--- src/rtl/loader_pkg.sv ---
// Shared types and constants for the boot-time program loader.
package loader_pkg;

    localparam int unsigned LEN_W  = 16;
    localparam int unsigned BYTE_W = 8;
    localparam int unsigned WORD_W = 32;

    typedef enum logic [2:0] {
        LEN_LO = 3'd0,
        LEN_HI = 3'd1,
        DATA   = 3'd2,
        WRITE  = 3'd3,
        CKSUM  = 3'd4,
        DONE   = 3'd5,
        ERROR  = 3'd6
    } loader_state_t;

    // States in which the loader takes a byte from the stream.
    function automatic logic accepts_bytes(input loader_state_t s);
        return (s == LEN_LO) || (s == LEN_HI) || (s == DATA) || (s == CKSUM);
    endfunction

endpackage

--- src/rtl/loader_word_assembler.sv ---
// Collects four little-endian bytes into one 32-bit word.
module loader_word_assembler
    import loader_pkg::*;
(
    input  logic              clk,
    input  logic              rst,
    input  logic              strobe,
    input  logic              clear,
    input  logic [BYTE_W-1:0] in_byte,
    output logic [WORD_W-1:0] word_c,
    output logic              word_full_c
);

    logic [1:0]        count;
    logic [WORD_W-1:0] shreg;

    // Right shift puts the first byte in [7:0] once four bytes have arrived.
    assign word_c      = {in_byte, shreg[WORD_W-1:BYTE_W]};
    assign word_full_c = strobe && (count == 2'd3);

    // Byte counter and shift register; count wraps to 0 after each full word.
    always_ff @(posedge clk or posedge rst) begin
        if (rst) begin
            count <= 2'd0;
            shreg <= '0;
        end else if (clear) begin
            count <= 2'd0;
            shreg <= '0;
        end else if (strobe) begin
            count <= count + 2'd1;
            shreg <= word_c;
        end
    end

endmodule

--- src/rtl/program_loader.sv ---
// Boot-time instruction-memory writer: byte stream in, 32-bit word writes out,
// core held in reset until the image is complete.
// Optional trailing XOR checksum byte enabled by LOADER_CHECKSUM_EN.
module program_loader
    import loader_pkg::*;
#(
    parameter int unsigned ADDR_W = 10
) (
    input  logic              CLK,
    input  logic              reset,
    input  logic [7:0]        in_data,
    input  logic              in_valid,
    output logic              in_ready,
    input  logic              load_req,
    output logic              im_we,
    output logic [ADDR_W-1:0] im_addr,
    output logic [31:0]       im_wdata,
    output logic              core_reset,
    output logic              done,
    output logic              error
);

    localparam int unsigned CAPACITY = 32'd1 << ADDR_W;
`ifdef LOADER_CHECKSUM_EN
    localparam loader_state_t AFTER_LOAD = CKSUM;
`else
    localparam loader_state_t AFTER_LOAD = DONE;
`endif

    loader_state_t     state;
    loader_state_t     next_state;
    logic [LEN_W-1:0]  len;
    logic [LEN_W-1:0]  n_word;
    logic [ADDR_W-1:0] index;
    logic              accept;
    logic              asm_strobe;
    logic              asm_clear;
    logic              restart;
    logic              write_last;
    logic [WORD_W-1:0] word_c;
    logic              word_full_c;
`ifdef LOADER_CHECKSUM_EN
    logic [BYTE_W-1:0] xor_acc;
`endif

    assign accept = in_valid && in_ready;
    assign n_word = {in_data, len[7:0]};

    loader_word_assembler u_asm (
        .clk         (CLK),
        .rst         (reset),
        .strobe      (asm_strobe),
        .clear       (asm_clear),
        .in_byte     (in_data),
        .word_c      (word_c),
        .word_full_c (word_full_c)
    );

    // Next-state decode and per-state control strobes.
    always_comb begin
        next_state = state;
        asm_strobe = 1'b0;
        asm_clear  = 1'b0;
        restart    = 1'b0;
        write_last = 1'b0;
        case (state)
            LEN_LO: if (accept) next_state = LEN_HI;
            LEN_HI: begin
                if (accept) begin
                    asm_clear = 1'b1;
                    if (32'(n_word) > CAPACITY)  next_state = ERROR;
                    else if (n_word == '0)       next_state = AFTER_LOAD;
                    else                         next_state = DATA;
                end
            end
            DATA: begin
                asm_strobe = accept;
                if (accept && word_full_c) next_state = WRITE;
            end
            WRITE: begin
                write_last = (LEN_W'(index) == (len - LEN_W'(1)));
                next_state = write_last ? AFTER_LOAD : DATA;
            end
`ifdef LOADER_CHECKSUM_EN
            CKSUM: if (accept) next_state = (in_data == xor_acc) ? DONE : ERROR;
`endif
            DONE, ERROR: begin
                if (load_req) begin
                    restart    = 1'b1;
                    asm_clear  = 1'b1;
                    next_state = LEN_LO;
                end
            end
            default: next_state = LEN_LO;
        endcase
    end

    // State register and registered output decode from the next state.
    always_ff @(posedge CLK or posedge reset) begin
        if (reset) begin
            state      <= LEN_LO;
            in_ready   <= 1'b1;
            im_we      <= 1'b0;
            core_reset <= 1'b1;
            done       <= 1'b0;
            error      <= 1'b0;
        end else begin
            state      <= next_state;
            in_ready   <= accepts_bytes(next_state);
            im_we      <= (next_state == WRITE);
            core_reset <= (next_state != DONE);
            done       <= (next_state == DONE);
            error      <= (next_state == ERROR);
        end
    end

    // Write address/data captured on entry to WRITE, held otherwise.
    always_ff @(posedge CLK or posedge reset) begin
        if (reset) begin
            im_addr  <= '0;
            im_wdata <= '0;
        end else if (next_state == WRITE) begin
            im_addr  <= index;
            im_wdata <= word_c;
        end
    end

    // Word count capture and word index.
    always_ff @(posedge CLK or posedge reset) begin
        if (reset) begin
            len   <= '0;
            index <= '0;
        end else begin
            if (state == LEN_LO && accept) len[7:0]  <= in_data;
            if (state == LEN_HI && accept) len[15:8] <= in_data;
            if (restart || (state == LEN_HI && accept))
                index <= '0;
            else if (state == WRITE && !write_last)
                index <= index + ADDR_W'(1);
        end
    end

`ifdef LOADER_CHECKSUM_EN
    // Running XOR over the length and data bytes.
    always_ff @(posedge CLK or posedge reset) begin
        if (reset) begin
            xor_acc <= '0;
        end else if (restart) begin
            xor_acc <= '0;
        end else if (accept && (state == LEN_LO || state == LEN_HI || state == DATA)) begin
            xor_acc <= xor_acc ^ in_data;
        end
    end
`endif

endmodule

--- config.mk ---
export PLATFORM = sky130hd
export DESIGN_NAME = program_loader
export DESIGN_NICKNAME = d
export VERILOG_FILES = /design/src/rtl/loader_pkg.sv /design/src/rtl/loader_word_assembler.sv /design/src/rtl/program_loader.sv
export SDC_FILE = /design/constraint.sdc
export NUM_CORES = 1
export LEC_CHECK = 0
export BUFFER_PORTS_ARGS = -buffer_cell sky130_fd_sc_hd__clkbuf_2
export CAP_MARGIN = 10
export CORE_UTILIZATION = 38
export CTS_CLUSTER_SIZE = 20
export DETAILED_ROUTE_END_ITERATION = 8
export GPL_TIMING_DRIVEN = 0
export PLACE_DENSITY = 0.6
export SLEW_MARGIN = 10
export SYNTH_ARGS = -nofsm -noshare
export SYNTH_HDL_FRONTEND = slang
export SYNTH_SLANG_ARGS = --single-unit
--- constraint.sdc ---
create_clock -name CLK -period 4 [get_ports CLK]
set_input_delay 1.2 -clock CLK [delete_from_list [all_inputs] [get_ports CLK]]
set_output_delay 1.2 -clock CLK [all_outputs]
set_load 0.03 [all_outputs]
=== Word-level counts from Yosys, hierarchy flattened ===
Index checks and enable logic that the tools add are counted.

* Register bits after elaboration: 110
* Bits of input ports: 12
* Output and inout port bits: 47

* Reduce and logical (&&, ||, !) cells: 17
* Eq/ne operators: 14
* Add/sub/neg operators: 3
* Multiplexer cells: 20
* Order comparisons: 1

{| class="wikitable"
|+ Operator list
! cell !! count
|-
| $mux 32 || 2
|-
| $mux 3 || 7
|-
| $mux 10 || 2
|-
| $eq 10x16->1 || 1
|-
| $gt 16x11->1 const B || 1
|-
| $logic_not 16->1 || 1
|-
| $sub 16x1->16 const B || 1
|-
| $eq 3x3->1 const B || 5
|-
| $pmux 3 s5 || 1
|-
| $eq 3x2->1 const B || 4
|-
| $add 10x1->10 const B || 1
|-
| $eq 3x1->1 const B || 2
|-
| $logic_and 1x1->1 || 6
|-
| $logic_not 3->1 || 2
|-
| $mux 1 || 5
|-
| $logic_or 1x1->1 || 4
|-
| $mux 2 || 2
|-
| $reduce_bool 2->1 || 2
|-
| $ne 3x3->1 const B || 1
|-
| $add 2x1->2 const B || 1
|-
| $eq 2x2->1 const B || 1
|-
| $pmux 1 s2 || 1
|-
| $reduce_or 2->1 || 1
|-
| $logic_not 1->1 || 1
|}

=== Longest topological paths before layout ===
Gate-level depths: netlist of run 1.

* Depth after elaboration: 10
* Depth in mapped cells: 11
* Depth with buffers taken out: 9

=== Hierarchy ===
Synthesis of run 1 repeated with hierarchy kept, for this count alone.

* Cell total of the unflattened synthesis: 462
* Area, all modules: 4,669.5 sq um

{| class="wikitable"
|+ By module, submodules not included
! module !! cells each !! instances !! area an instance (sq um) !! sequential area each (sq um)
|-
| program_loader || 367 || 1 || 3,510.9 || 1,904.3
|-
| loader_word_assembler || 95 || 1 || 1,158.6 || 650.6
|}

=== Least setup slack after synthesis of run 1 ===
Ideal clock, no wire load.

* Path type: in2reg
* From: input in_valid
* To: register im_addr[0]
* Data arrival time: 2,590 ps
* Path buffers: 2
* Required time: 3,875 ps
* Path slack: 1,285 ps
* Stages: 7
* Path through: nand2_1 nor2_1 and2_1 clkbuf_1 nand2_1 clkbuf_1 mux2_2

* Longest elaborated chain between the ends: 7
* Elaborated cells on any way between the ends: 9

{| class="wikitable"
|+ RTL lines
! element !! RTL line !! text
|-
| start: declaration || program_loader.sv:12 || <nowiki>input logic in_valid,</nowiki>
|-
| $logic_and 1x1->1 (*) || program_loader.sv:46 || <nowiki>assign accept = in_valid && in_ready;</nowiki>
|-
| $mux 1 || program_loader.sv:66 || <nowiki>case (state)</nowiki>
|-
| $logic_and 1x1->1 || loader_word_assembler.sv:19 || <nowiki>assign word_full_c = strobe && (count == 2'd3);</nowiki>
|-
| $logic_and 1x1->1 || program_loader.sv:78 || <nowiki>if (accept && word_full_c) next_state = WRITE;</nowiki>
|-
| $mux 3 || program_loader.sv:78 ||
|-
| $pmux 3 s5 (*) || program_loader.sv:66 ||
|-
| $eq 3x2->1 (*) || program_loader.sv:122 || <nowiki>end else if (next_state == WRITE) begin</nowiki>
|-
| end signal: assignment || program_loader.sv:123 || <nowiki>im_addr <= index;</nowiki>
|-
| end: declaration || program_loader.sv:16 || <nowiki>output logic [ADDR_W-1:0] im_addr,</nowiki>
|}

Every way passes the cells marked *; elsewhere a longest branch is shown, timed or not.
A chain may end at the register's enable or synchronous reset.

=== Final worst setup path of run 1 ===
* From: input in_valid
* To: register u_asm.count[0]

* Longest elaborated chain between the ends: 4
* Elaborated cells on any way between the ends: 6

{| class="wikitable"
|+ RTL lines
! element !! RTL line !! text
|-
| $logic_and 1x1->1 (*) || program_loader.sv:46 ||
|-
| $mux 1 || program_loader.sv:69 || <nowiki>if (accept) begin</nowiki>
|-
| $pmux 1 s2 || program_loader.sv:66 ||
|-
| $mux 2 or $reduce_bool 2->1 (tied branches) || -- ||
|-
| end signal: assignment || loader_word_assembler.sv:30 || <nowiki>count <= count + 2'd1;</nowiki>
|-
| end: declaration || loader_word_assembler.sv:14 || <nowiki>logic [1:0] count;</nowiki>
|}

Marked as above.

==> results of run 1 <==
## through the flow
step | hold WS [ps] | total power, mW | util | setup TNS [ps]
global placement | 473 | 3.54 | 0.428 | -97490
detailed placement | 478 | 3.61 | 0.430 | 0
global route | 513 | 4.70 | 0.453 | 0
floorplan | 481 | 3.10 | - | 0
CTS | 493 | 4.45 | 0.453 | 0
finish | 485 | 4.41 | 0.453 | 0
## cells by family (layout without fill, tap and decap cells)
family | after synthesis | count (layout) | share of synthesized area
buf+inv | 33 | 108 | 0.0304
mux | 66 | 66 | 0.158
compound gates | 60 | 60 | 0.0800
xor+xnor | 16 | 16 | 0.0302
simple gates | 141 | 141 | 0.144
fa+ha+maj | 3 | 3 | 0.00808
flops | 102 | 102 | 0.550
## routing by layer
metal  wire length, µm  track usage
met2              4680        0.258
met3               332       0.0329
met5                 0            0
met1              4920        0.240
met4               149       0.0604
## worst max path at each step
stage	end	cells past startpoint	from	slack [ps]
2_1_floorplan	done	1	reset	130
3_3_place_gp	im_wdata[20]	2	reset	-980
3_5_place_dp	u_asm.shreg[14]	8	in_valid	660
4_1_cts	u_asm.count[0]	8	in_valid	1040
5_1_grt	u_asm.shreg[9]	8	in_valid	840
6_report	u_asm.count[0]	8	in_valid	1040
## final cells by class
| class | instances | share of cell area |
|---|---|---|
| Clock buffer | 9 | 0.0415 |
| Clock inverter | 7 | 0.0104 |
| Sequential cell | 102 | 0.471 |
| Timing Repair Buffer | 59 | 0.0572 |
| Tap cell | 147 | 0.0339 |
| Buffer | 23 | 0.0191 |
| Inverter | 10 | 0.00738 |
| Multi-Input combinational cell | 286 | 0.359 |
## power groups by stage
| stage | combinational (mW) | sequential, mW | clock, mW |
|---|---|---|---|
| floorplan | 0.957 | 2.14 | 0 |
| global placement | 1.72 | 1.82 | 0 |
| detailed placement | 1.77 | 1.84 | 0 |
| CTS | 1.78 | 1.82 | 0.857 |
| global route | 1.93 | 1.88 | 0.892 |
| finish | 1.77 | 1.81 | 0.833 |
## registers in the layout (all words and copies together), names as in the netlist, 2 cells and up
register	count
im_wdata	32
u_asm.shreg	24
len	16
im_addr	10
index	10
state	3
u_asm.count	2
## worst max-delay path: stages
cell and delay [ps]:
clkbuf_2 110, nand2_1 70, nor3_1 250, clkbuf_1 430
a31o_2 170, clkbuf_1 420, clkbuf_1 420, nor2_1 100
## placed cells by master (no fill, tap or decap), drive strengths merged, types with 2 or more instances in the layout
cell,Yosys,routed
dfrtp,100,100
clkbuf,18,85
nand2,78,78
mux2,58,58
a21oi,31,31
nor2,16,16
inv,10,13
o21ai,9,9
xor2,8,8
nor3,8,8
xnor2,8,8
nand3,8,8
mux2i,8,8
nand4,6,6
buf,5,6
nand2b,5,5
and3,5,5
a31oi,4,4
nor2b,3,3
o211ai,3,3
ha,3,3
nor3b,2,2
clkinvlp,0,2
clkinv,0,2
dfstp,2,2
and2,2,2
nor4,2,2
or3,2,2
==> flow_summary.ini, run 1 <==
[sta]
fin_ws_ps = 1040
rsz0062_at_grt = no
skew_ps = 4.98
period_share = 0.740
max-slew-margin-rel = 0.480
fmax_ghz = 0.338
finalSetupViolCount = 0
worst-slew-pin-transition_ps = 781
slew_viol_final = 0
final_hold_viol_count = 0
timing.final.crit_period_ps = 2960

[synthesis]
synthCells = 421
synth_top_area_frac = 0.539
yosys.area.top_type = dfrtp_1
synth_flop_cell = dfrtp_1
synth-edff-count = 0
ys_seq_area_frac = 0.550
synthesis.area_mm2 = 0.00465
ys_types = 50
yosys-top-cells-area = dfrtp_1, mux2_2, nand2_1
syn_area_per_cell_um2 = 11.0
yosys_warnings = 0
ys_async_sr_fraction = 1.00
yosys_register_bits = 102
yosysMostFrequentCell = dfrtp_1
synth.net_count = 436
yosys-top-cells-count = dfrtp_1, nand2_1, mux2_2, a21oi_1

[clock_tree]
clkSinkCount = 102
htreeDepth = 3
cts-buffers-inserted = 9
tritoncts = done
clk_path_buf_depth = 2
clkLatencyLatePin_ps = 340
hold_buffers = 0
cts_setup_buffers = 0
cts.clk_slew.worst_paths_ps = 70
root_buffer = clkbuf_16
cts_resized = 0

[layout]
seq_area_mm2 = 0.00255
instances_no_fill = 643
diodes = 0
area_growth_pct = 16.8
design_area_mm2 = 0.00542
nets = 506
final_layout_size_suffix_gt1_frac = 0.306
fill_cells = 1135
multi_input_area_mm2 = 0.00195

[die]
die_h_um = 113
core_mm2 = 0.0120
start_util = 0.388
dieArea_mm2 = 0.0127
ios = 59
die_w_um = 113
num_rows = 40

[power_and_ir_drop]
p_leak_nw = 2.57
pwr-share-clk = 0.189
p_per_area_mw_per_mm2 = 813
p_int_mw = 2.61
peakVddDrop_v = 0.000354
netSwitchingPower_mw = 1.80
power_frac_comb = 0.400
power_frac_seq = 0.411
p_sw_frac = 0.408

[status]
run_status = complete, no violations

[place]
numPortBuffers = 58
gp_congestion = 0.800
dpl_cell_area_mm2 = 0.00514
post-dp-hpwl_um = 7290
post-place-ws_ps = 663
place_inst = 627

[min_path]
hp-start = im_addr[4]
whs_endpoint = im_addr[4]
hp-class = flip-flop to flip-flop
min_path_cells = 2

[drt]
ant_nets = 0
viasPerCell = 5.17
vias = 3325
first_iter_violations = 179
routed_wl_um = 10100
wl_per_cell_um = 15.7
dr.pass1.iters = 4
drc = 0

[grt]
antenna_found_initial = 0
grt_pass1_vias = 3320
grt_use_total = 0.169
grt_pass1_wl_um = 16800
grt_max_degree = 62
grt_overflow_total = 0

[setup_path]
r2r-end = index[8]
required_ps = 4210
r2r-start = len[0]
cp-start-kind = input pin
ff2ff_setup_slack_ps = 1220
arrival_ps = 3170
endpoint_kind = flip-flop
path_class = input pin to flip-flop
worstPathMaxFanout = 10
reg2reg_depth = 11

[flow_run]
cap_violations = 0
Power figures use the tool's default switching activity.
==> run 2, diff against run 1 <==
- PLACE_DENSITY: 0.6 -> 0.58
- clock period: 4 -> 2.9 ns (I/O delays scaled with it)
==> flow_summary.ini, run 2 (same netlist as run 1, synthesis figures left out) <==
[status]
run_status = complete, no violations

[grt]
grt_pass1_wl_um = 16800
grt_use_total = 0.172
grt_overflow_total = 0
antenna_found_initial = 0
grt_pass1_vias = 3206
grt_max_degree = 40

[drt]
drc = 0
viasPerCell = 5.10
ant_nets = 0
first_iter_violations = 146
vias = 3307
routed_wl_um = 10000
wl_per_cell_um = 15.4
dr.pass1.iters = 5

[sta]
slew_viol_final = 0
period_share = 0.895
fmax_ghz = 0.385
finalSetupViolCount = 0
final_hold_viol_count = 0
hold-worst-slack_ps = 482
rsz0062_at_grt = no
timing.final.crit_period_ps = 2600
max-slew-margin-rel = 0.463
finalSetupTns_ps = 0
worst-slew-pin-transition_ps = 804
skew_ps = 6.48

[power_and_ir_drop]
p_per_area_mw_per_mm2 = 1120
p_leak_nw = 2.61
p_int_mw = 3.71
pwr-share-clk = 0.198
power_frac_comb = 0.398
power_frac_seq = 0.405
peakVddDrop_v = 0.000476
p_sw_frac = 0.401
netSwitchingPower_mw = 2.49

[setup_path]
worstPathCellList = clkbuf_1, nor2b_1, and2_1, clkbuf_1, nand2_2, clkbuf_1, mux2_2
worstPathMaxFanout = 10
crit_top_cell = clkbuf_1
r2r-end = im_addr[6]
worst_path_max_delay_cell = clkbuf_1
r2r-start = state[2]
critPathLaunch = state[2]
arrival_ps = 2830
path_class = flip-flop to flip-flop
cp-start-kind = flip-flop
required_ps = 3130
max_stage_delay_ps = 540
cp_top_family = buffers and inverters
critical_path_depth = 7
cp_num_buf_inv = 3
endpoint_kind = flip-flop
ff2ff_setup_slack_ps = 300
reg2reg_depth = 7
crit_end = im_addr[6]

[min_path]
hp-class = flip-flop to flip-flop
min_path_cells = 2

[clock_tree]
htreeDepth = 3
clk_path_buf_depth = 2
clkLatencyLatePin_ps = 350
cts-buffers-inserted = 9
cts.clk_slew.worst_paths_ps = 70
tritoncts = done
clkSinkCount = 102
root_buffer = clkbuf_16

[place]
gp_congestion = 0.798
dpl_cell_area_mm2 = 0.00516
post-dp-hpwl_um = 7290
numPortBuffers = 58

[die]
die_h_um = 113
ios = 59
die_w_um = 113
core_mm2 = 0.0120
num_rows = 40
start_util = 0.388
dieArea_mm2 = 0.0127

[layout]
final_cell_mix = dfrtp_1, nand2_1, clkbuf_2
final_common_cell = dfrtp_1
design_area_mm2 = 0.00551
nets = 512
top_regs = im_wdata x32, u_asm.shreg x24, len x16
largest_reg_flops = 32
diodes = 0
top_register = im_wdata
area_growth_pct = 18.6
final_layout_size_suffix_gt1_frac = 0.317

[flow_run]
cap_violations = 0
## run 2: stage by stage
step | std cells | power, mW | util | setup WS (ps)
5_1_grt | 649 | 6.62 | 0.461 | 40.2
2_1_floorplan | 421 | 4.27 | - | 515
3_5_place_dp | 628 | 4.97 | 0.432 | -174
4_1_cts | 644 | 6.21 | 0.457 | 123
6_report | 649 | 6.20 | 0.461 | 304
3_3_place_gp | 626 | 4.89 | 0.428 | -139
## run 2: worst min path at each step
stage                   to  slack [ps]           start
6_report        im_addr[4]         480      im_addr[4]
5_1_grt         im_addr[4]         520      im_addr[4]
4_1_cts         im_addr[4]         490      im_addr[4]
3_5_place_dp    im_addr[4]         470      im_addr[4]
3_3_place_gp    im_addr[4]         470      im_addr[4]
2_1_floorplan  im_wdata[0]         480  u_asm.shreg[8]
## run 2: power groups by stage
stage	clock network (mW)	logic [mW]	registers (mW)
finish	1.23	2.47	2.51
global route	1.32	2.70	2.60
CTS	1.26	2.45	2.50
detailed placement	0	2.44	2.53
global placement	0	2.38	2.50
floorplan	0	1.32	2.95
## run 2: layer usage
| layer | vias to the layer above | share of wire | global-route usage |
|---|---|---|---|
| li1 | 1599 | - | - |
| met1 | 1612 | 0.50 | 0.243 |
| met2 | 78 | 0.44 | 0.255 |
| met3 | 18 | 0.040 | 0.0410 |
| met4 | 0 | 0.022 | 0.0658 |
| met5 | - | 0 | 0 |
## run 2: worst register-to-register path: cells and delay by family (launching register included)
kind,cells,cell delay (ps)
mux,1,400
buf+inv,3,1060
simple gates,3,690
flops,1,320
## run 2: layout make-up
class                   instances  area (µm²)
clock buffers                  10         229
inverters                      10        41.3
well taps                     147         184
fillers                      1111        6450
multi-input cells             286        1960
flip-flops and latches        102        2550
repair buffers                 65         368
clock inverters                 6        68.8
plain buffers                  23         105
## run 2: timing repair
item / CTS / global route
endpoints found under the setup margin: 0 / 45
resized for setup: 0 / 4
hold buffers: 0 / 0
setup buffers: 0 / 5
==> run 3, diff against run 2 <==
- clock period: 2.9 -> 3.1 ns (I/O delays scaled with it)
==> flow_summary.ini, run 3 (same netlist as run 1, synthesis figures left out) <==
[place]
post-place-ws_ps = -33.8
post-dp-hpwl_um = 7290
numPortBuffers = 58
gp_congestion = 0.798
dpl_cell_area_mm2 = 0.00516

[clock_tree]
root_buffer = clkbuf_16
tritoncts = done
cts-buffers-inserted = 9
htreeDepth = 3
cts.clk_slew.worst_paths_ps = 70
clkLatencyLatePin_ps = 350
clkSinkCount = 102
clk_path_buf_depth = 2
cts_setup_buffers = 0

[sta]
rsz0062_at_grt = no
period_share = 0.882
final_hold_viol_count = 0
timing.final.crit_period_ps = 2730
max-slew-margin-rel = 0.462
worst-slew-pin-transition_ps = 805
fin_ws_ps = 366
fmax_ghz = 0.366
finalSetupViolCount = 0
slew_viol_final = 0
hold-worst-slack_ps = 483
skew_ps = 7.71

[layout]
nets = 507
diodes = 0
final_common_cell = dfrtp_1
largest_reg_flops = 32
top_regs = im_wdata x32, u_asm.shreg x24, len x16
top_register = im_wdata
area_growth_pct = 17.6
final_layout_size_suffix_gt1_frac = 0.308
final_cell_mix = dfrtp_1, nand2_1, clkbuf_2
design_area_mm2 = 0.00546

[drt]
dr.pass1.iters = 5
first_iter_violations = 169
ant_nets = 0
drc = 0
wl_per_cell_um = 15.4
routed_wl_um = 9950
viasPerCell = 5.11
vias = 3289

[flow_run]
cap_violations = 0

[grt]
grt_pass1_wl_um = 16800
antenna_found_initial = 0
grt_pass1_vias = 3206
grt_use_total = 0.172
grt_overflow_total = 0
grt_max_degree = 40

[die]
die_w_um = 113
start_util = 0.388
core_mm2 = 0.0120
dieArea_mm2 = 0.0127
die_h_um = 113
ios = 59
num_rows = 40

[setup_path]
arrival_ps = 2960
endpoint_kind = flip-flop
required_ps = 3330
cp-start-kind = input pin
worstPathMaxFanout = 10
path_class = input pin to flip-flop

[power_and_ir_drop]
p_per_area_mw_per_mm2 = 1050
p_leak_nw = 2.59
peakVddDrop_v = 0.000434

[min_path]
hp-class = flip-flop to flip-flop

[status]
run_status = complete, no violations
[run 3: timing repair]
item | CTS | global route
hold buffers | 0 | 0
hold endpoints to repair | 0 | 0
resized for setup | 0 | 2
endpoints found under the setup margin | 0 | 1
[run 3: worst paths after layout]
| path | endpoint | startpoint | slack, ps | cells after the start |
|---|---|---|---|---|
| max in group asynchronous | im_wdata[16] | reset | 1520 | 4 |
| hold / removal | im_addr[4] | im_addr[4] | 480 | 2 |
| setup reg to reg | im_addr[6] | state[2] | 370 | 7 |
| min in group asynchronous | index[5] | reset | 720 | 2 |
| hold reg to reg | im_addr[4] | im_addr[4] | 480 | 2 |
| setup / recovery | im_addr[6] | in_valid | 370 | 8 |
[run 3: power by group]
part | internal, mW | switching [mW] | total, mW
clock | 0.635 | 0.512 | 1.15
sequential | 1.89 | 0.442 | 2.33
combinational | 0.921 | 1.35 | 2.27
total | 3.45 | 2.31 | 5.75
[run 3: critical path, stage by stage]
cell and delay, ps:
clkbuf_2 110, nand2_1 90, nor2_1 60, and2_1 150
clkbuf_1 210, nand2_1 450, clkbuf_1 560, mux2_2 400
[run 3: area by class of cell]
type,instances,area [µm²]
Multi-Input combinational cell,286,1950
Clock buffer,10,229
Tap cell,147,184
Inverter,10,41.3
Clock inverter,6,68.8
Sequential cell,102,2550
Buffer,23,105
Fill cell,1115,6500
Timing Repair Buffer,60,330
[run 3: per-stage QoR]
stage | cells | setup TNS [ps] | power [mW] | util
4_1_cts | 644 | 0 | 5.81 | 0.457
3_3_place_gp | 626 | 0 | 4.57 | 0.428
2_1_floorplan | 421 | 0 | 4.00 | -
6_report | 644 | 0 | 5.75 | 0.457
5_1_grt | 644 | 0 | 6.15 | 0.457
3_5_place_dp | 628 | -248 | 4.65 | 0.432
[run 3: routing by layer]
metal,routed length [µm],track usage,share of wire,up-vias
met3,375,0.0410,0.038,20
met1,4990,0.243,0.50,1603
met4,228,0.0658,0.023,0
met5,0,0,0,-
li1,-,-,-,1590
met2,4350,0.255,0.44,76
